**config.mk**
```make
export PLATFORM = sky130hd
export DESIGN_NAME = tuner_cmd_seq
export DESIGN_NICKNAME = d
export VERILOG_FILES = /design/src/rtl/tuner_cmd_seq.sv
export SDC_FILE = /design/constraint.sdc
export NUM_CORES = 1
export LEC_CHECK = 0
export CAP_MARGIN = 20
export CORE_ASPECT_RATIO = 0.8
export CORE_UTILIZATION = 35
export DETAILED_ROUTE_END_ITERATION = 8
export SLEW_MARGIN = 20
export SYNTH_ARGS = -nofsm -noshare
export SYNTH_HDL_FRONTEND = slang
export SYNTH_SLANG_ARGS = --single-unit
```
**constraint.sdc**
```tcl
create_clock -name clk -period 2.08 [get_ports clk]
set_input_delay 0.312 -clock clk [delete_from_list [all_inputs] [get_ports clk]]
set_output_delay 0.312 -clock clk [all_outputs]
set_load 0.02 [all_outputs]
```
**src/rtl/tuner_cmd_seq.sv**
```systemverilog
// tuner_cmd_seq: host-side INIT/SEARCH/LOCK bring-up sequencer for the
// tuner PHY, with per-command timeout, bounded retries and UNLOCK on stop.
//
// Ports:
//   clk, rst          clock, async active-high reset
//   start_i, stop_i   single-cycle bring-up / unlock requests
//   cmd_o/_valid_o    command to PHY, held until cmd_ready_i
//   cmd_ready_i       PHY accepts command
//   state_i           PHY status (IDLE/ACTIVE/DONE/ERROR)
//   locked_o          bring-up complete
//   error_o           sequencer in FAIL
//   busy_o            issuing or waiting on a command
//   retry_cnt_o       retries consumed in current bring-up
//   seq_state_o       FSM state for debug
//
// Optional: TUNER_SEQ_AUTO_RELOCK_EN makes a PHY ERROR while locked
// re-run bring-up through the retry path instead of going to FAIL.

package tuner_pkg;

  typedef enum logic [4:0] {
    CMD_INIT   = 5'd1,
    CMD_SEARCH = 5'd2,
    CMD_LOCK   = 5'd3,
    CMD_UNLOCK = 5'd4
  } tuner_cmd_e;

  typedef enum logic [4:0] {
    PHY_IDLE   = 5'd0,
    PHY_ACTIVE = 5'd1,
    PHY_DONE   = 5'd2,
    PHY_ERROR  = 5'd3
  } tuner_state_e;

  typedef enum logic [2:0] {
    SEQ_IDLE   = 3'd0,
    SEQ_ISSUE  = 3'd1,
    SEQ_WAIT   = 3'd2,
    SEQ_LOCKED = 3'd3,
    SEQ_FAIL   = 3'd4
  } seq_state_e;

endpackage

module tuner_cmd_seq
  import tuner_pkg::*;
#(
  parameter int TIMEOUT_CYCLES = 4096,
  parameter int MAX_RETRY      = 3
) (
  input  logic         clk,
  input  logic         rst,
  input  logic         start_i,
  input  logic         stop_i,
  output tuner_cmd_e   cmd_o,
  output logic         cmd_valid_o,
  input  logic         cmd_ready_i,
  input  tuner_state_e state_i,
  output logic         locked_o,
  output logic         error_o,
  output logic         busy_o,
  output logic [3:0]   retry_cnt_o,
  output logic [2:0]   seq_state_o
);

  localparam int TW =
    (TIMEOUT_CYCLES > 1) ? $clog2(TIMEOUT_CYCLES) : 1;
  localparam logic [TW-1:0] TLAST = TW'(TIMEOUT_CYCLES - 1);
  localparam logic [3:0]    RMAX  = 4'(MAX_RETRY);

  seq_state_e    state_q, state_d;
  tuner_cmd_e    cmd_q, cmd_d;
  logic [3:0]    retry_q, retry_d;
  logic [TW-1:0] timer_q, timer_d;
  logic          armed_q, armed_d;
  logic          pend_q, pend_d;
  logic          valid_q;
  logic          locked_q;
  logic          error_q;
  logic          busy_q;

  logic phy_active;
  logic phy_done;
  logic phy_err;
  logic tmo;
  logic pend;
  logic done_acc;
  logic fail_path;

  assign phy_active = (state_i == PHY_ACTIVE);
  assign phy_done   = (state_i == PHY_DONE);
  assign phy_err    = (state_i == PHY_ERROR);
  assign tmo        = (timer_q == TLAST);

  // A stop arriving on the same cycle as a DONE/failure still
  // redirects to UNLOCK rather than being lost.
  assign pend = pend_q | stop_i;

  // DONE only counts once this command has been seen ACTIVE, so a
  // DONE left over from the previous command is ignored.
  assign done_acc = armed_q & phy_done;

  always_ff @(posedge clk or posedge rst) begin
    if (rst) begin
      state_q  <= SEQ_IDLE;
      cmd_q    <= CMD_INIT;
      retry_q  <= '0;
      timer_q  <= '0;
      armed_q  <= 1'b0;
      pend_q   <= 1'b0;
      valid_q  <= 1'b0;
      locked_q <= 1'b0;
      error_q  <= 1'b0;
      busy_q   <= 1'b0;
    end else begin
      state_q  <= state_d;
      cmd_q    <= cmd_d;
      retry_q  <= retry_d;
      timer_q  <= timer_d;
      armed_q  <= armed_d;
      pend_q   <= pend_d;
      valid_q  <= (state_d == SEQ_ISSUE);
      locked_q <= (state_d == SEQ_LOCKED);
      error_q  <= (state_d == SEQ_FAIL);
      busy_q   <= (state_d == SEQ_ISSUE) |
                  (state_d == SEQ_WAIT);
    end
  end

  always_comb begin
    state_d   = state_q;
    cmd_d     = cmd_q;
    retry_d   = retry_q;
    timer_d   = timer_q;
    armed_d   = armed_q;
    pend_d    = pend_q;
    fail_path = 1'b0;

    unique case (state_q)
      SEQ_IDLE: begin
        if (start_i) begin
          retry_d = '0;
          cmd_d   = CMD_INIT;
          state_d = SEQ_ISSUE;
        end
      end

      SEQ_ISSUE: begin
        if (stop_i) pend_d = 1'b1;
        if (cmd_ready_i) begin
          state_d = SEQ_WAIT;
          timer_d = '0;
          armed_d = 1'b0;
        end
      end

      SEQ_WAIT: begin
        if (stop_i) pend_d = 1'b1;
        if (!tmo) timer_d = timer_q + TW'(1);
        if (phy_active) armed_d = 1'b1;
        if (done_acc) begin
          if (cmd_q == CMD_UNLOCK) begin
            state_d = SEQ_IDLE;
          end else if (pend) begin
            cmd_d   = CMD_UNLOCK;
            state_d = SEQ_ISSUE;
          end else if (cmd_q == CMD_INIT) begin
            cmd_d   = CMD_SEARCH;
            state_d = SEQ_ISSUE;
          end else if (cmd_q == CMD_SEARCH) begin
            cmd_d   = CMD_LOCK;
            state_d = SEQ_ISSUE;
          end else begin
            state_d = SEQ_LOCKED;
          end
        end else if (phy_err || tmo) begin
          // An UNLOCK that fails is not retried.
          if (cmd_q == CMD_UNLOCK) state_d = SEQ_FAIL;
          else                     fail_path = 1'b1;
        end
      end

      SEQ_LOCKED: begin
        if (stop_i) begin
          cmd_d   = CMD_UNLOCK;
          state_d = SEQ_ISSUE;
        end else if (phy_err) begin
`ifdef TUNER_SEQ_AUTO_RELOCK_EN
          fail_path = 1'b1;
`else
          state_d = SEQ_FAIL;
`endif
        end
      end

      SEQ_FAIL: begin
        if (start_i) begin
          retry_d = '0;
          cmd_d   = CMD_INIT;
          state_d = SEQ_ISSUE;
        end else if (stop_i) begin
          cmd_d   = CMD_UNLOCK;
          state_d = SEQ_ISSUE;
        end
      end

      default: begin
        state_d = SEQ_IDLE;
      end
    endcase

    // Shared failure handling: a pending stop turns the failure into
    // an UNLOCK, otherwise re-run bring-up while retries remain.
    if (fail_path) begin
      if (pend) begin
        cmd_d   = CMD_UNLOCK;
        state_d = SEQ_ISSUE;
      end else if (retry_q < RMAX) begin
        retry_d = retry_q + 4'd1;
        cmd_d   = CMD_INIT;
        state_d = SEQ_ISSUE;
      end else begin
        state_d = SEQ_FAIL;
      end
    end

    if (state_d == SEQ_LOCKED) retry_d = '0;

    if (state_d == SEQ_IDLE || state_d == SEQ_FAIL)
      pend_d = 1'b0;
  end

  assign cmd_o       = cmd_q;
  assign cmd_valid_o = valid_q;
  assign locked_o    = locked_q;
  assign error_o     = error_q;
  assign busy_o      = busy_q;
  assign retry_cnt_o = retry_q;
  assign seq_state_o = state_q;

endmodule

```
==> flow_summary.yaml, run 1 <==
die:
  fp.dieH_um: 67.3
  start_util_pct: 36.8
  dieWidth_um: 83.6
  io_pins: 26
  rows: 23
  die-area_mm2: 0.00562
  core_area_mm2: 0.00506
route:
  routedWlPerCell_um: 15.2
  drt-initial-drc-count: 156
  num_vias: 1882
  ant_nets: 0
  first_pass_iters: 4
  viasPerCell: 5.42
  wl_um: 5270
  post-route-drc-count: 0
logic_synthesis:
  synth-edff-count: 0
  yosysUniqueCellTypes: 55
  yosys.area.top_type: "dfrtp_1"
  synth_fp_nets: 223
  syn_area_mm2: 0.00186
  yosysSeqAreaShare_pct: 40.3
  synth_top_area_share_pct: 38.9
  syn_inst: 211
  synth_flop_cell: "dfrtp_1"
  synthTopCellsByArea: "dfrtp_1, nor2_1, nand2_1"
  synth_async_sr_flop_share_pct: 100
  yosys_register_bits: 30
  synth_area_per_cell_um2: 8.84
  synth_warnings: 0
clock_tree:
  cts.sinks: 30
  cts.clk_slew.worst_paths_ns: 0.07
  numCtsBuffers: 5
  root_buffer: "clkbuf_8"
  cts_tree: "built"
  clk_path_buf_depth: 2
  cts_setup_buffers: 0
  insertion_delay_ns: 0.29
  holdBufCountCts: 0
  htreeDepth: 2
sta:
  worst_slack_ns: 0.0498
  hold_viol: 0
  maxSlewHeadroom_pct: 61.3
  max_freq_ghz: 0.493
  finClkSkew_ns: 0.00523
  fin_crit_ns: 2.03
  drv_slew: 0
  worst_slew_pin_slew_ns: 0.576
  holdWs_ns: 0.403
  setup_violations: 0
  period_share_pct: 97.6
min_path:
  hp-class: "in2async"
cells_and_area:
  nets: 296
  area.growth.synth_to_final_pct: 43.8
  layout-drive-gt1-share_pct: 27.4
  final_cell_mix: "buf_4, dfrtp_1, nor2_1, clkdlybuf4s50_1, nand2_1"
  antenna_cells: 0
  layout_commonest_cell: "buf_4"
placed_design:
  dpl.hpwl_um: 3970
  gp_congestion: 0.872
  dp_slack_ns: -0.360
  numPortBuffers: 25
worst_setup_path:
  crit_path_end_kind: "flop"
  worstPathMaxFanout: 9
  cp-start-kind: "flop"
  cp.arrival_ns: 2.17
  required_ns: 2.22
  crit_type: "reg2reg"
grt:
  grt_max_degree: 31
  antenna_found_initial: 0
  grt_remaining_overflow: 0
  grt_util_all_layers_pct: 19.6
  grt_pass1_vias: 1789
  grt_pass1_wl_um: 8570
run_status:
  run_status: "finished clean"
run:
  cap_viol_max_count: 0
power_and_ir_drop:
  ir_worst_vdd_mv: 0.517
  p_per_area_mw_per_mm2: 872
  p_leak_nw: 1.20
==> registers in the layout (all words and copies together), names as in the netlist <==
name,count
armed_q,1
busy_o,1
cmd_o,5
cmd_valid_o,1
error_o,1
locked_o,1
pend_q,1
retry_cnt_o,4
seq_state_o,3
timer_q,12
==> metal layers <==
layer  global-route usage, %  part of all wire [%]  up-vias
met4                    5.72                  0.93        0
li1                        -                     -      925
met5                       0                     0        -
met1                    29.3                    51      902
met2                    28.8                    43       50
met3                    3.79                   4.6        5
==> per-stage QoR <==
stage	total power [mW]	setup TNS [ns]	instances	area [um2]	util, %
after detailed placement	1.78	-5.50	339	2510	49.5
after global routing	2.49	-0.0154	347	2680	52.9
after floorplan	1.27	0	211	1860	-
final	2.34	0	347	2680	52.9
after global placement	1.78	-4.94	339	2510	49.5
after CTS	2.32	-0.0182	347	2630	51.9
==> worst max-delay path, stage by stage, from the launching register on <==
cell and delay (ns):
dfrtp_1 0.42, buf_4 0.18, nor2b_1 0.21, o2111ai_2 0.20, a311o_1 0.39, a32oi_4 0.33
a22oi_1 0.16
==> path summary, 6_finish.rpt <==
path	startpoint	end	slack (ns)	cells after the start
setup / recovery	seq_state_o[2]	retry_cnt_o[0]	0.05	6
hold / removal	rst	timer_q[1]	0.40	3
setup reg to reg	seq_state_o[2]	retry_cnt_o[0]	0.05	6
hold reg to reg	cmd_o[4]	cmd_o[4]	0.53	2
max in group asynchronous	rst	cmd_o[0]	1.35	3
min in group clk	cmd_o[4]	cmd_o[4]	0.53	2
==> cell usage after synthesis, types with 4 or more instances <==
library cell / instances
nand4_1: 4
xor2_1: 4
inv_1: 8
o21ai_0: 11
a21oi_1: 13
or3_1: 4
a31oi_1: 4
nor3_1: 6
nor2_1: 23
nand2_1: 20
nand2b_1: 5
and2_1: 4
dfrtp_1: 29
nand3_1: 12
==> cells by family (layout without fill, tap and decap cells) <==
logic type,Yosys count,count (layout),share of synthesized area (%)
multiplexers,3,3,1.61
AND/OR/NAND/NOR,101,101,29.4
buffers and inverters,14,88,3.69
adder cells (fa/ha/maj),2,2,1.34
XOR/XNOR,7,7,3.29
AO/OA/AOI/OAI,54,54,20.3
flip-flops,30,30,40.3
==> report_power, final <==
part	total [mW]	switching, mW	internal, mW
registers	0.721	0.0530	0.668
clock network	0.497	0.232	0.266
logic	1.12	0.582	0.539
total	2.34	0.867	1.47
==> final cells by class <==
class	count	area, um2
Tap cell	62	77.6
Inverter	8	30.0
Timing Repair Buffer	72	617
Multi-Input combinational cell	167	1110
Fill cell	484	2380
Clock buffer	6	82.6
Sequential cell	30	752
Clock inverter	2	12.5
==> repair_timing <==
| item | in CTS | in global routing |
|---|---|---|
| resized for setup | 5 | 12 |
| setup endpoints to repair | 8 | 18 |
| pin swaps | 4 | 3 |
| endpoints found under the hold margin | 0 | 0 |
| cloned | 0 | 0 |
No activity file was read; power rests on OpenSTA's default activity.
==> run 2, diff against run 1 <==
--- a/config.mk
+++ b/config.mk
@@ -5,10 +5,13 @@
 export SDC_FILE = /design/constraint.sdc
 export NUM_CORES = 1
 export LEC_CHECK = 0
-export CAP_MARGIN = 20
+export CAP_MARGIN = 5
+export CELL_PAD_IN_SITES_DETAIL_PLACEMENT = 1
+export CELL_PAD_IN_SITES_GLOBAL_PLACEMENT = 1
 export CORE_ASPECT_RATIO = 0.8
-export CORE_UTILIZATION = 35
+export CORE_UTILIZATION = 41
 export DETAILED_ROUTE_END_ITERATION = 8
+export PLACE_DENSITY_LB_ADDON = 0.1
 export SLEW_MARGIN = 20
 export SYNTH_ARGS = -nofsm -noshare
 export SYNTH_HDL_FRONTEND = slang
==> run 2 against run 1 <==
  * Wire length up 35%
  * Final area grew 2.3%
  * Final cell count is 2.0% lower
  * Core utilization up 11 points
  * Global-route usage up 8.5 points
  * Critical endpoint is now cmd_o[4]
  * Sequential cell count stayed put
  * Die area down 14%
  * Total power up 15%
==> flow_summary.yaml, run 2 (synthesis results as in run 1) <==
grt:
  antenna_found_initial: 0
  grt_max_degree: 31
  grt.met3_usage_pct: 4.71
  grt_util_all_layers_pct: 28.1
  met2_usage_pct: 43.5
  grt_remaining_overflow: 0
  grt_use_met1_pct: 40.1
  grt-busiest-layer: "met2"
  grt_pass1_vias: 2008
  grt_pass1_wl_um: 10500
worst_setup_path:
  reg2reg_depth: 8
  cp.arrival_ns: 2.26
  cp-start-kind: "input port"
  crit_type: "in2reg"
  worstPathMaxFanout: 6
  crit_top_cell: "buf_4"
  required_ns: 2.27
  cp_slowest_cell: "nor3_1"
  path_cells: "clkdlybuf4s50_1, buf_4, nor3_1, buf_4, nor2_2, a211oi_1"
  cp_slowest_stage_delay_ns: 0.71
  crit_path_end_kind: "flop"
placed_design:
  dp.cells: 328
  numPortBuffers: 25
  dpl.hpwl_um: 4450
  gp_congestion: 0.942
cells_and_area:
  largest_register_ffs: 12
  num-fill-cells: 508
  layout_commonest_cell: "buf_4"
  final_core_util_pct: 64.0
  area.growth.synth_to_final_pct: 47.1
  final_cell_mix: "buf_4, dfrtp_1, nor2_1, clkdlybuf4s50_1, nand2_1"
  layout-drive-gt1-share_pct: 28.6
  fin_cells: 340
  top_register: "timer_q"
  antenna_cells: 0
  nets: 294
route:
  wl_um: 7100
  first_pass_iters: 4
  drt-initial-drc-count: 92
  viasPerCell: 6.04
  routedWlPerCell_um: 20.9
  num_vias: 2053
  post-route-drc-count: 0
  ant_nets: 0
clock_tree:
  numCtsBuffers: 5
  cts_tree: "built"
  holdBufCountCts: 0
  cts.clk_slew.worst_paths_ns: 0.07
  htreeDepth: 2
  insertion_delay_ns: 0.29
  cts.sinks: 30
  clk_path_buf_depth: 2
  root_buffer: "clkbuf_8"
power_and_ir_drop:
  ir_worst_vdd_mv: 0.832
  power_mw: 2.68
  p_leak_nw: 1.18
  p_per_area_mw_per_mm2: 977
sta:
  drv_slew: 0
  max_freq_ghz: 0.483
  tns_ns: 0
  fin_crit_ns: 2.07
  finClkSkew_ns: 0.00197
  rsz0062_at_grt: "yes"
  hold_viol: 0
  period_share_pct: 99.5
  setup_violations: 0
  worst_slew_pin_slew_ns: 0.851
  maxSlewHeadroom_pct: 42.9
die:
  dieWidth_um: 77.4
  io_pins: 26
  die-area_mm2: 0.00482
  rows: 21
  core_area_mm2: 0.00428
  start_util_pct: 43.5
  fp.dieH_um: 62.3
run_status:
  run_status: "finished clean"
min_path:
  hp-class: "in2async"
run:
  cap_viol_max_count: 0
[run 2: changes by cell type in the layout (fill, tap and decap cells not counted), moves of 2 or more]
cell / change
a21oi_1: -2
dfrtp_2: +2
nor4_1: -2
dfrtp_1: -2
bufinv_16: +2
nor4_2: +2
dlygate4sd2_1: +3
dlymetal6s2s_1: -3
buf_4: -4
a21oi_2: +2
[run 2: worst paths after layout]
| path | startpoint | to | slack, ns |
|---|---|---|---|
| min in group clk | pend_q | pend_q | 0.53 |
| worst max-delay path | stop_i | cmd_o[4] | 0.01 |
| worst max register to register | timer_q[1] | cmd_o[0] | 0.03 |
| worst min-delay path | rst | cmd_valid_o | 0.42 |
| worst min register to register | pend_q | pend_q | 0.53 |
| max in group asynchronous | rst | cmd_o[0] | 1.33 |
[run 2: critical path, delay by kind of cell]
family          cells  cell delay (ns)
simple gates        2             0.77
buf+inv             3             0.99
compound gates      1             0.19
[run 2: metrics by stage]
step / hold slack, ns / cell area, um2 / worst slack [ns]
2_1_floorplan: 0.402 / 1860 / 0.0554
3_3_place_gp: 0.507 / 2450 / -0.340
3_5_place_dp: 0.517 / 2450 / -0.400
4_1_cts: 0.440 / 2640 / 0.00525
5_1_grt: 0.449 / 2740 / -0.0462
6_report: 0.417 / 2740 / 0.0102
[run 2: report_power, final]
group / internal (mW) / switching (mW)
clock network: 0.511 / 0.241
logic: 0.527 / 0.667
registers: 0.671 / 0.0636
[run 2: what timing repair did]
item                                    CTS  global route
pin swaps                                 2             7
gates resized for setup                  10            15
buffers inserted                          0             2
endpoints found under the setup margin   15            16
gates cloned                              0             2
[run 2: per-layer routing]
layer / part of all wire, % / wire length [um]
met5: 0 / 0
met4: 1.3 / 95
met3: 5.3 / 375
met2: 47 / 3370
met1: 46 / 3260
[run 2: cell type report]
type | count | area, um2 | area share (%)
Inverter | 8 | 30.0 | 1.09
Clock inverter | 2 | 60.1 | 2.19
Clock buffer | 6 | 82.6 | 3.01
Sequential cell | 30 | 754 | 27.5
Tap cell | 57 | 71.3 | 2.60
Multi-Input combinational cell | 169 | 1170 | 42.6
Timing Repair Buffer | 68 | 576 | 21.0
